[config.mk]
export PLATFORM = sky130hd
export DESIGN_NAME = multicast_array_controller_flat
export DESIGN_NICKNAME = d
export VERILOG_FILES = /design/src/rtl/multicast_array_controller_if.sv /design/src/rtl/multicast_array_controller.sv /design/src/flat_wrapper.sv
export SDC_FILE = /design/constraint.sdc
export NUM_CORES = 1
export LEC_CHECK = 0
export ABC_AREA = 1
export CAP_MARGIN = 20
export CORE_MARGIN = 2
export CORE_UTILIZATION = 40
export CTS_CLUSTER_SIZE = 20
export DETAILED_ROUTE_END_ITERATION = 7
export HOLD_SLACK_MARGIN = 0.06
export PLACE_DENSITY = 0.71
export SYNTH_ARGS = -nofsm -noshare
export SYNTH_HDL_FRONTEND = slang
export SYNTH_SLANG_ARGS = --single-unit
[constraint.sdc]
create_clock -name clk -period 1.3 [get_ports clk]
set_input_delay 0.13 -clock clk [delete_from_list [all_inputs] [get_ports clk]]
set_output_delay 0.13 -clock clk [all_outputs]
set_load 0.1 [all_outputs]
[src/rtl/multicast_array_controller_if.sv]
`default_nettype none
// ============================================================================
// Module   : multicast_array_controller_if
// Purpose  : Bundles the tag scan chain, the tagged input stream and the
//            per-unit delivery signals of multicast_array_controller.
// Ports    : i_program, i_scan_tag_in, o_scan_tag_out  - tag scan chain
//            i_in_valid, o_in_ready, i_in_tag, i_in_data - input stream
//            i_unit_ready, o_unit_enable, o_output_value - delivery side
//            o_busy, o_drop                              - status
//            Names are from the controller's point of view.
//            slave  : controller side
//            master : upstream bus / PE row side (testbench)
// Revision : 1.0 - initial release
// ============================================================================
interface multicast_array_controller_if #(
  parameter int NUM_UNITS     = 4,
  parameter int ADDRESS_WIDTH = 4,
  parameter int BITWIDTH      = 16
);
  logic                     i_program;
  logic [ADDRESS_WIDTH-1:0] i_scan_tag_in;
  logic [ADDRESS_WIDTH-1:0] o_scan_tag_out;
  logic                     i_in_valid;
  logic                     o_in_ready;
  logic [ADDRESS_WIDTH-1:0] i_in_tag;
  logic [BITWIDTH-1:0]      i_in_data;
  logic [NUM_UNITS-1:0]     i_unit_ready;
  logic [NUM_UNITS-1:0]     o_unit_enable;
  logic [BITWIDTH-1:0]      o_output_value;
  logic                     o_busy;
  logic                     o_drop;

  modport slave (
    input  i_program, i_scan_tag_in, i_in_valid, i_in_tag, i_in_data, i_unit_ready,
    output o_scan_tag_out, o_in_ready, o_unit_enable, o_output_value, o_busy, o_drop
  );

  modport master (
    output i_program, i_scan_tag_in, i_in_valid, i_in_tag, i_in_data, i_unit_ready,
    input  o_scan_tag_out, o_in_ready, o_unit_enable, o_output_value, o_busy, o_drop
  );
endinterface
`default_nettype wire

[src/rtl/multicast_array_controller.sv]
`default_nettype none
// ============================================================================
// Module   : multicast_array_controller
// Purpose  : Serves NUM_UNITS processing units from one shared tagged input
//            stream. Per-unit tags are loaded through a daisy-chained scan
//            path; each accepted word sits in a one-entry buffer with a
//            per-unit pending mask and is handed to each matching unit the
//            first cycle that unit is ready.
// Ports    : clk  - clock, rising edge
//            rst  - synchronous active-high reset
//            bus  - multicast_array_controller_if.slave (scan chain, input
//                   stream, per-unit delivery, busy/drop status)
// Options  : MC_BROADCAST_EN - when defined, an all-ones input tag matches
//            every unit regardless of the programmed tags.
// Revision : 1.0 - initial release
// ============================================================================
module multicast_array_controller #(
  parameter int NUM_UNITS     = 4,
  parameter int ADDRESS_WIDTH = 4,
  parameter int BITWIDTH      = 16
) (
  input  wire logic clk,
  input  wire logic rst,
  multicast_array_controller_if.slave bus
);

`ifdef MC_BROADCAST_EN
  localparam logic [ADDRESS_WIDTH-1:0] c_BCAST_TAG = {ADDRESS_WIDTH{1'b1}};
`endif

  logic [ADDRESS_WIDTH-1:0] r_tag [NUM_UNITS];
  logic [BITWIDTH-1:0]      r_data;
  logic [NUM_UNITS-1:0]     r_pending;
  logic                     r_drop;

  logic [NUM_UNITS-1:0]     w_match;
  logic [NUM_UNITS-1:0]     w_unit_enable;
  logic                     w_in_ready;
  logic                     w_accept;

  // Per-unit tag compare against the word offered this cycle.
  always_comb begin
    w_match = '0;
    for (int i = 0; i < NUM_UNITS; i++) begin
      w_match[i] = (bus.i_in_tag == r_tag[i]);
    end
`ifdef MC_BROADCAST_EN
    if (bus.i_in_tag == c_BCAST_TAG) begin
      w_match = '1;
    end
`endif
  end

  // A new word may enter when every still-pending unit takes the old word
  // this cycle, which allows back-to-back accepts at full throughput.
  assign w_in_ready    = !bus.i_program && ((r_pending & ~bus.i_unit_ready) == '0);
  assign w_accept      = bus.i_in_valid && w_in_ready;
  assign w_unit_enable = r_pending & bus.i_unit_ready;

  always_ff @(posedge clk) begin
    if (rst) begin
      for (int i = 0; i < NUM_UNITS; i++) begin
        r_tag[i] <= '0;
      end
      r_data    <= '0;
      r_pending <= '0;
      r_drop    <= 1'b0;
    end else begin
      // Scan shift: first value in ends up in the last unit after a full load.
      if (bus.i_program) begin
        r_tag[0] <= bus.i_scan_tag_in;
        for (int i = 1; i < NUM_UNITS; i++) begin
          r_tag[i] <= r_tag[i-1];
        end
      end

      // The mask is captured at accept, so later tag reprogramming cannot
      // redirect a buffered word. On accept the old mask is known to drain
      // completely this cycle, so it is simply replaced.
      if (w_accept) begin
        r_data    <= bus.i_in_data;
        r_pending <= w_match;
        r_drop    <= (w_match == '0);
      end else begin
        r_pending <= r_pending & ~bus.i_unit_ready;
        r_drop    <= 1'b0;
      end
    end
  end

  assign bus.o_scan_tag_out = r_tag[NUM_UNITS-1];
  assign bus.o_in_ready     = w_in_ready;
  assign bus.o_unit_enable  = w_unit_enable;
  assign bus.o_output_value = (|w_unit_enable) ? r_data : '0;
  assign bus.o_busy         = |r_pending;
  assign bus.o_drop         = r_drop;

endmodule
`default_nettype wire

[src/flat_wrapper.sv]
// flat-port wrapper written by rule: the top's interface ports become plain ports
module multicast_array_controller_flat 
#(
  parameter int NUM_UNITS     = 4,
  parameter int ADDRESS_WIDTH = 4,
  parameter int BITWIDTH      = 16
)
  (clk, rst, bus_i_program, bus_i_scan_tag_in, bus_i_in_valid, bus_i_in_tag, bus_i_in_data, bus_i_unit_ready, bus_o_scan_tag_out, bus_o_in_ready, bus_o_unit_enable, bus_o_output_value, bus_o_busy, bus_o_drop);
  multicast_array_controller_if #(.NUM_UNITS(NUM_UNITS), .ADDRESS_WIDTH(ADDRESS_WIDTH), .BITWIDTH(BITWIDTH)) bus_i ();
  input  wire logic clk;
  input  wire logic rst;
  input wire logic [$bits(bus_i.i_program)-1:0] bus_i_program;
  input wire logic [$bits(bus_i.i_scan_tag_in)-1:0] bus_i_scan_tag_in;
  input wire logic [$bits(bus_i.i_in_valid)-1:0] bus_i_in_valid;
  input wire logic [$bits(bus_i.i_in_tag)-1:0] bus_i_in_tag;
  input wire logic [$bits(bus_i.i_in_data)-1:0] bus_i_in_data;
  input wire logic [$bits(bus_i.i_unit_ready)-1:0] bus_i_unit_ready;
  output wire logic [$bits(bus_i.o_scan_tag_out)-1:0] bus_o_scan_tag_out;
  output wire logic [$bits(bus_i.o_in_ready)-1:0] bus_o_in_ready;
  output wire logic [$bits(bus_i.o_unit_enable)-1:0] bus_o_unit_enable;
  output wire logic [$bits(bus_i.o_output_value)-1:0] bus_o_output_value;
  output wire logic [$bits(bus_i.o_busy)-1:0] bus_o_busy;
  output wire logic [$bits(bus_i.o_drop)-1:0] bus_o_drop;
  assign bus_i.i_program = bus_i_program;
  assign bus_i.i_scan_tag_in = bus_i_scan_tag_in;
  assign bus_i.i_in_valid = bus_i_in_valid;
  assign bus_i.i_in_tag = bus_i_in_tag;
  assign bus_i.i_in_data = bus_i_in_data;
  assign bus_i.i_unit_ready = bus_i_unit_ready;
  assign bus_o_scan_tag_out = bus_i.o_scan_tag_out;
  assign bus_o_in_ready = bus_i.o_in_ready;
  assign bus_o_unit_enable = bus_i.o_unit_enable;
  assign bus_o_output_value = bus_i.o_output_value;
  assign bus_o_busy = bus_i.o_busy;
  assign bus_o_drop = bus_i.o_drop;
  multicast_array_controller #(.NUM_UNITS(NUM_UNITS), .ADDRESS_WIDTH(ADDRESS_WIDTH), .BITWIDTH(BITWIDTH)) u_core (.clk(clk), .rst(rst), .bus(bus_i));
endmodule
# After elaboration in Yosys (flattened, before gate mapping)
# Memories as Yosys holds them, arrays and structs flattened.
# Index checks and enable logic that the tools add are counted.
# op_classes
n_addsub	0
mul	0
n_div	0
n_lt_le_gt_ge	0
eq_ne	4
shifts	0
muxes	11
bitwise	8
n_reduce_logical	8
# ops
cell	count
4-bit two-way mux	5
4-bit equality test	4
16-bit two-way mux	1
4-bit bitwise AND	2
4-bit logical NOT	2
4-bit OR reduction	2
1-bit two-way mux	5
4-bit inverter	1
1-bit OR	4
1-bit logical AND	2
2-bit OR reduction	1
1-bit logical NOT	1
1-bit inverter	1
# word_totals
ff_bits	21
latch_bits	0
ram_bits	16
mem_bits_ro	0
input_bits	32
out_inout_bits	27
elab_cells	35
mem_count	1
# memory_table
name	depth	width	read_ports	rd_ports_with_merged_regs	write_ports	line_no	rtl
u_core.r_tag	4	4	4	0	4	multicast_array_controller.sv:31	logic [ADDRESS_WIDTH-1:0] r_tag [NUM_UNITS];

# Depth between registers and ports, before layout
# depth
word_depth	7
depth_mapped	9
ltp_nobuf	8

# Worst setup path after synthesis
# Ideal clock, no wire load.
# synth_timing
kind	reg-to-output
start	register u_core.r_pending[1]
end	output bus_o_output_value[10]
arrival_time_ns	2.650
required_ns	1.170
setup_slack_ns	-1.480
stages_incl_launch_ff	6
n_path_buf	1
path_cell_list	dfxtp_1 nand2_1 inv_1 nor4_4 buf_2 nor2_1
# synth_between
elab_chain_len	3
# synth_lines
element	line_no	rtl
start, declared	multicast_array_controller.sv:33	logic [NUM_UNITS-1:0] r_pending;
start signal, assigned	multicast_array_controller.sv:82	r_pending <= w_match;
start signal, assigned	multicast_array_controller.sv:85	r_pending <= r_pending & ~bus.i_unit_ready;
4-bit bitwise AND	multicast_array_controller.sv:58	assign w_unit_enable = r_pending & bus.i_unit_ready;
via bus_o_unit_enable[1]	flat_wrapper.sv:20	output wire logic [$bits(bus_i.o_unit_enable)-1:0] bus_o_unit_enable;
4-bit OR reduction	multicast_array_controller.sv:94	assign bus.o_output_value = (|w_unit_enable) ? r_data : '0;
16-bit two-way mux	multicast_array_controller.sv:94	
end, declared	flat_wrapper.sv:21	output wire logic [$bits(bus_i.o_output_value)-1:0] bus_o_output_value;
# The timed path passes the listed nets, and every way through them passes these cells.

# Final worst setup path
# layout_timing
start	register u_core.r_pending[1]
end	output bus_o_output_value[3]
# layout_between
elab_chain_len	3
# layout_lines
element	line_no
4-bit bitwise AND	multicast_array_controller.sv:58
4-bit OR reduction	multicast_array_controller.sv:94
16-bit two-way mux	multicast_array_controller.sv:94
# Every way passes these cells.

==> reports/qor.csv <==
stage,metric,value,unit
critical_path,crit_top_cell,buf_12,
power,combPwrFrac,27.8,%
synth,yosysTopAreaCell,edfxtp_1,
sta,rsz0062_at_grt,yes,
critical_path,worstSetupStartpointType,register,
power,intPower,2.044,mW
outcome,violations,negative setup slack,
clocking,numCtsBuffers,5,
synth,synth_top_cell_area_share,26.36,%
critical_path,cp_max_fo,8,
power,ir_drop,0.7981,mV
detailed_routing,vias,1726,
synth,yosysUniqueCellTypes,17,
synth,ys_ff_latch,37,
clocking,clockBufferDepth,2,
power,p_per_area,881.2,nW/um2
sta,hold_viol_final,0,
critical_path,worstSetupPathType,register to output port,
power,clkPwrFrac,27.1,%
detailed_routing,drcViolationCount,0,
power,power_switching,899.8,uW
power,p_leak,1.412,nW
global_routing,grt_pass1_wl,7555,um
sta,timing.hold.ws,0.2910,ns
sta,fin_crit,1.734,ns
sta,final.period_utilization,133.4,%
sta,timing.final.ws_setup,-0.4341,ns
job,drv_cap,0,
clocking,cts.sinks,37,
worst_hold_path,worstHoldPathType,input port to register,
clocking,cts.htree.levels,2,
synth,syn-cell-area,1823,um2
detailed_routing,drt-total-wl,4686,um
clocking,clk_transition_reported_paths,0.07,ns
detailed_routing,first_iter_violations,42,
critical_path,path_buf_inv,4,
sta,setup_viol,25,
critical_path,path_cells,nand2_2 > clkinvlp_4 > nor4_4 > buf_6 > buf_12 > nor2_4 > buf_12,
power,p_seq_share,45.1,%
floorplan,die_area,5114,um2
critical_path,crit_arrival,1.60,ns
clocking,ctsHoldBuffers,0,
sta,tightest_slew,0.2511,ns
global_routing,grt_pass1_vias,1694,
placement,pre_cts_ws,-0.4325,ns
detailed_routing,first_pass_iters,4,
placement,place_congestion,0.7776,
floorplan,core_area,4384,um2
global_routing,grt_overflow,0,
placement,dp_hpwl,3154,um
detailed_routing,vias_per_cell,4.578,
cells_and_area,fin_nets,356,
global_routing,grt_usage,19.01,%
cells_and_area,diodes,0,
placement,postPlaceCellArea,3008,um2
synth,seq_area_frac_synth,49.42,%
clocking,clk_latency,0.29,ns
global_routing,antenna_found_initial,0,
floorplan,die_h,71.51,um
synth,synth_fp_nets,269,
floorplan,floorplan.initialDensity,41.58,%
cells_and_area,area_growth,83.25,%
sta,maxSlewHeadroom,83.21,%
critical_path,slowest_stage,dfxtp_2,
critical_path,cp_top_family,buffers and inverters,
critical_path,cp-end-kind,output port,
clocking,root_buffer,clkbuf_8,
cells_and_area,drive_above_1_share,36.62,%
detailed_routing,drtAntennaViolNets,0,
outcome,outcome,"complete, but fails checks",
floorplan,ios,59,
placement,port_buffers,58,
sta,drv_slew,0,
synth,synth_area_leaders,"edfxtp_1, dfxtp_1, nand2_1",
critical_path,required,1.17,ns
floorplan,row_count,24,
sta,fmax,576.7,MHz
detailed_routing,drt-wirelength-per-cell,12.43,um
synth,synth.avg_cell_area,7.692,um2
synth,netlist_instances,237,
global_routing,grt_start_max_net_pins,19,
cells_and_area,stdcell_area,3341,um2
clocking,cts_tree,yes,
power,sw_frac_of_total,30.56,%
cells_and_area,fin_util,76.20,%
synth,yosys_warnings,0,
floorplan,die_x,71.51,um
critical_path,max_stage_delay,0.32,ns
sta,skew,0.01166,ns
-- sequential cells by signal (all words and copies together), names as in the netlist --
register           flops
u_core.bus.o_drop      1
u_core.r_data         16
u_core.r_pending       4
u_core.r_tag          16
-- final cells by class --
type | instances | area [um2]
clock inverters | 1 | 8.758
repair buffers | 87 | 1167
well taps | 52 | 65.06
inverters | 48 | 187.7
clock buffers | 7 | 80.08
flip-flops and latches | 37 | 904.6
multi-input cells | 145 | 927.1
fillers | 297 | 1044
-- synth_stat cells --
| master | count |
|---|---|
| nand2_1 | 54 |
| inv_1 | 48 |
| nor2_1 | 43 |
| a21oi_1 | 21 |
| dfxtp_1 | 21 |
| edfxtp_1 | 16 |
| xnor2_1 | 8 |
| xor2_1 | 8 |
| nand2_2 | 4 |
| buf_2 | 3 |
| clkbuf_1 | 3 |
| nand3_1 | 3 |
| buf_6 | 1 |
| nand3_2 | 1 |
| nor3_4 | 1 |
| nor4_4 | 1 |
| or4_1 | 1 |
-- path summary, 6_finish.rpt --
check	startpoint	to	slack (ns)	cells past startpoint
setup reg to reg	u_core.r_pending[0]	u_core.r_pending[1]	-0.04	10
hold reg to reg	u_core.r_data[5]	u_core.r_data[5]	0.47	2
setup / recovery	u_core.r_pending[1]	bus_o_output_value[3]	-0.43	7
hold / removal	bus_i_unit_ready[3]	u_core.r_pending[3]	0.29	5
-- power groups by stage --
| stage | Clock, mW | Combinational, mW | Sequential [mW] |
|---|---|---|---|
| floorplan | 0 | 0.358 | 1.40 |
| CTS | 0.823 | 0.782 | 1.32 |
| detailed placement | 0 | 0.735 | 1.35 |
| finish | 0.799 | 0.819 | 1.33 |
| global route | 0.872 | 0.876 | 1.33 |
| global placement | 0 | 0.723 | 1.35 |
-- what timing repair did --
action / CTS / global route
gates cloned: 1 / 1
endpoints found under the setup margin: 18 / 39
setup buffers: 5 / 3
pin swaps: 7 / 11
resized for setup: 14 / 40
-- metal layers --
metal	track usage (%)	vias up	routed length [um]
li1	-	881	-
met1	23.43	791	1974
met2	32.72	45	2420
met3	4.782	9	203
met4	5.870	0	88
met5	0	-	0
-- tightest hold or removal path, delay by kind of cell --
kind / cells / cell delay [ns]
compound gates: 1 / 0.05
buf+inv: 3 / 0.28
simple gates: 1 / 0.09
-- cells in the final DEF, fill, tap and decap left out, drive strengths merged, types with 2 or more instances in the layout --
cell type / n
nand2: 58
buf: 56
inv: 46
nor2: 43
clkdlybuf4s50: 28
a21oi: 21
dfxtp: 21
edfxtp: 16
xnor2: 8
xor2: 8
clkbuf: 7
nand3: 4
dlymetal6s2s: 3
clkinvlp: 2
-- cells by family (layout without fill, tap and decap cells) --
group	Yosys count	count (layout)	synth area share, %
XOR/XNOR	16	16	7.687
flip-flops	37	37	49.42
AO/OA/AOI/OAI	21	21	5.765
buffers and inverters	55	143	11.94
AND/OR/NAND/NOR	108	108	25.19
-- through the flow --
stage / instances / TNS, ns / total power [mW]
6_report: 377 / -7.417 / 2.944
5_1_grt: 377 / -10.12 / 3.080
4_1_cts: 374 / -7.173 / 2.927
3_5_place_dp: 361 / -10.95 / 2.083
3_3_place_gp: 361 / -10.20 / 2.069
2_1_floorplan: 237 / -13.34 / 1.763
No activity file was read; power rests on OpenSTA's default activity.
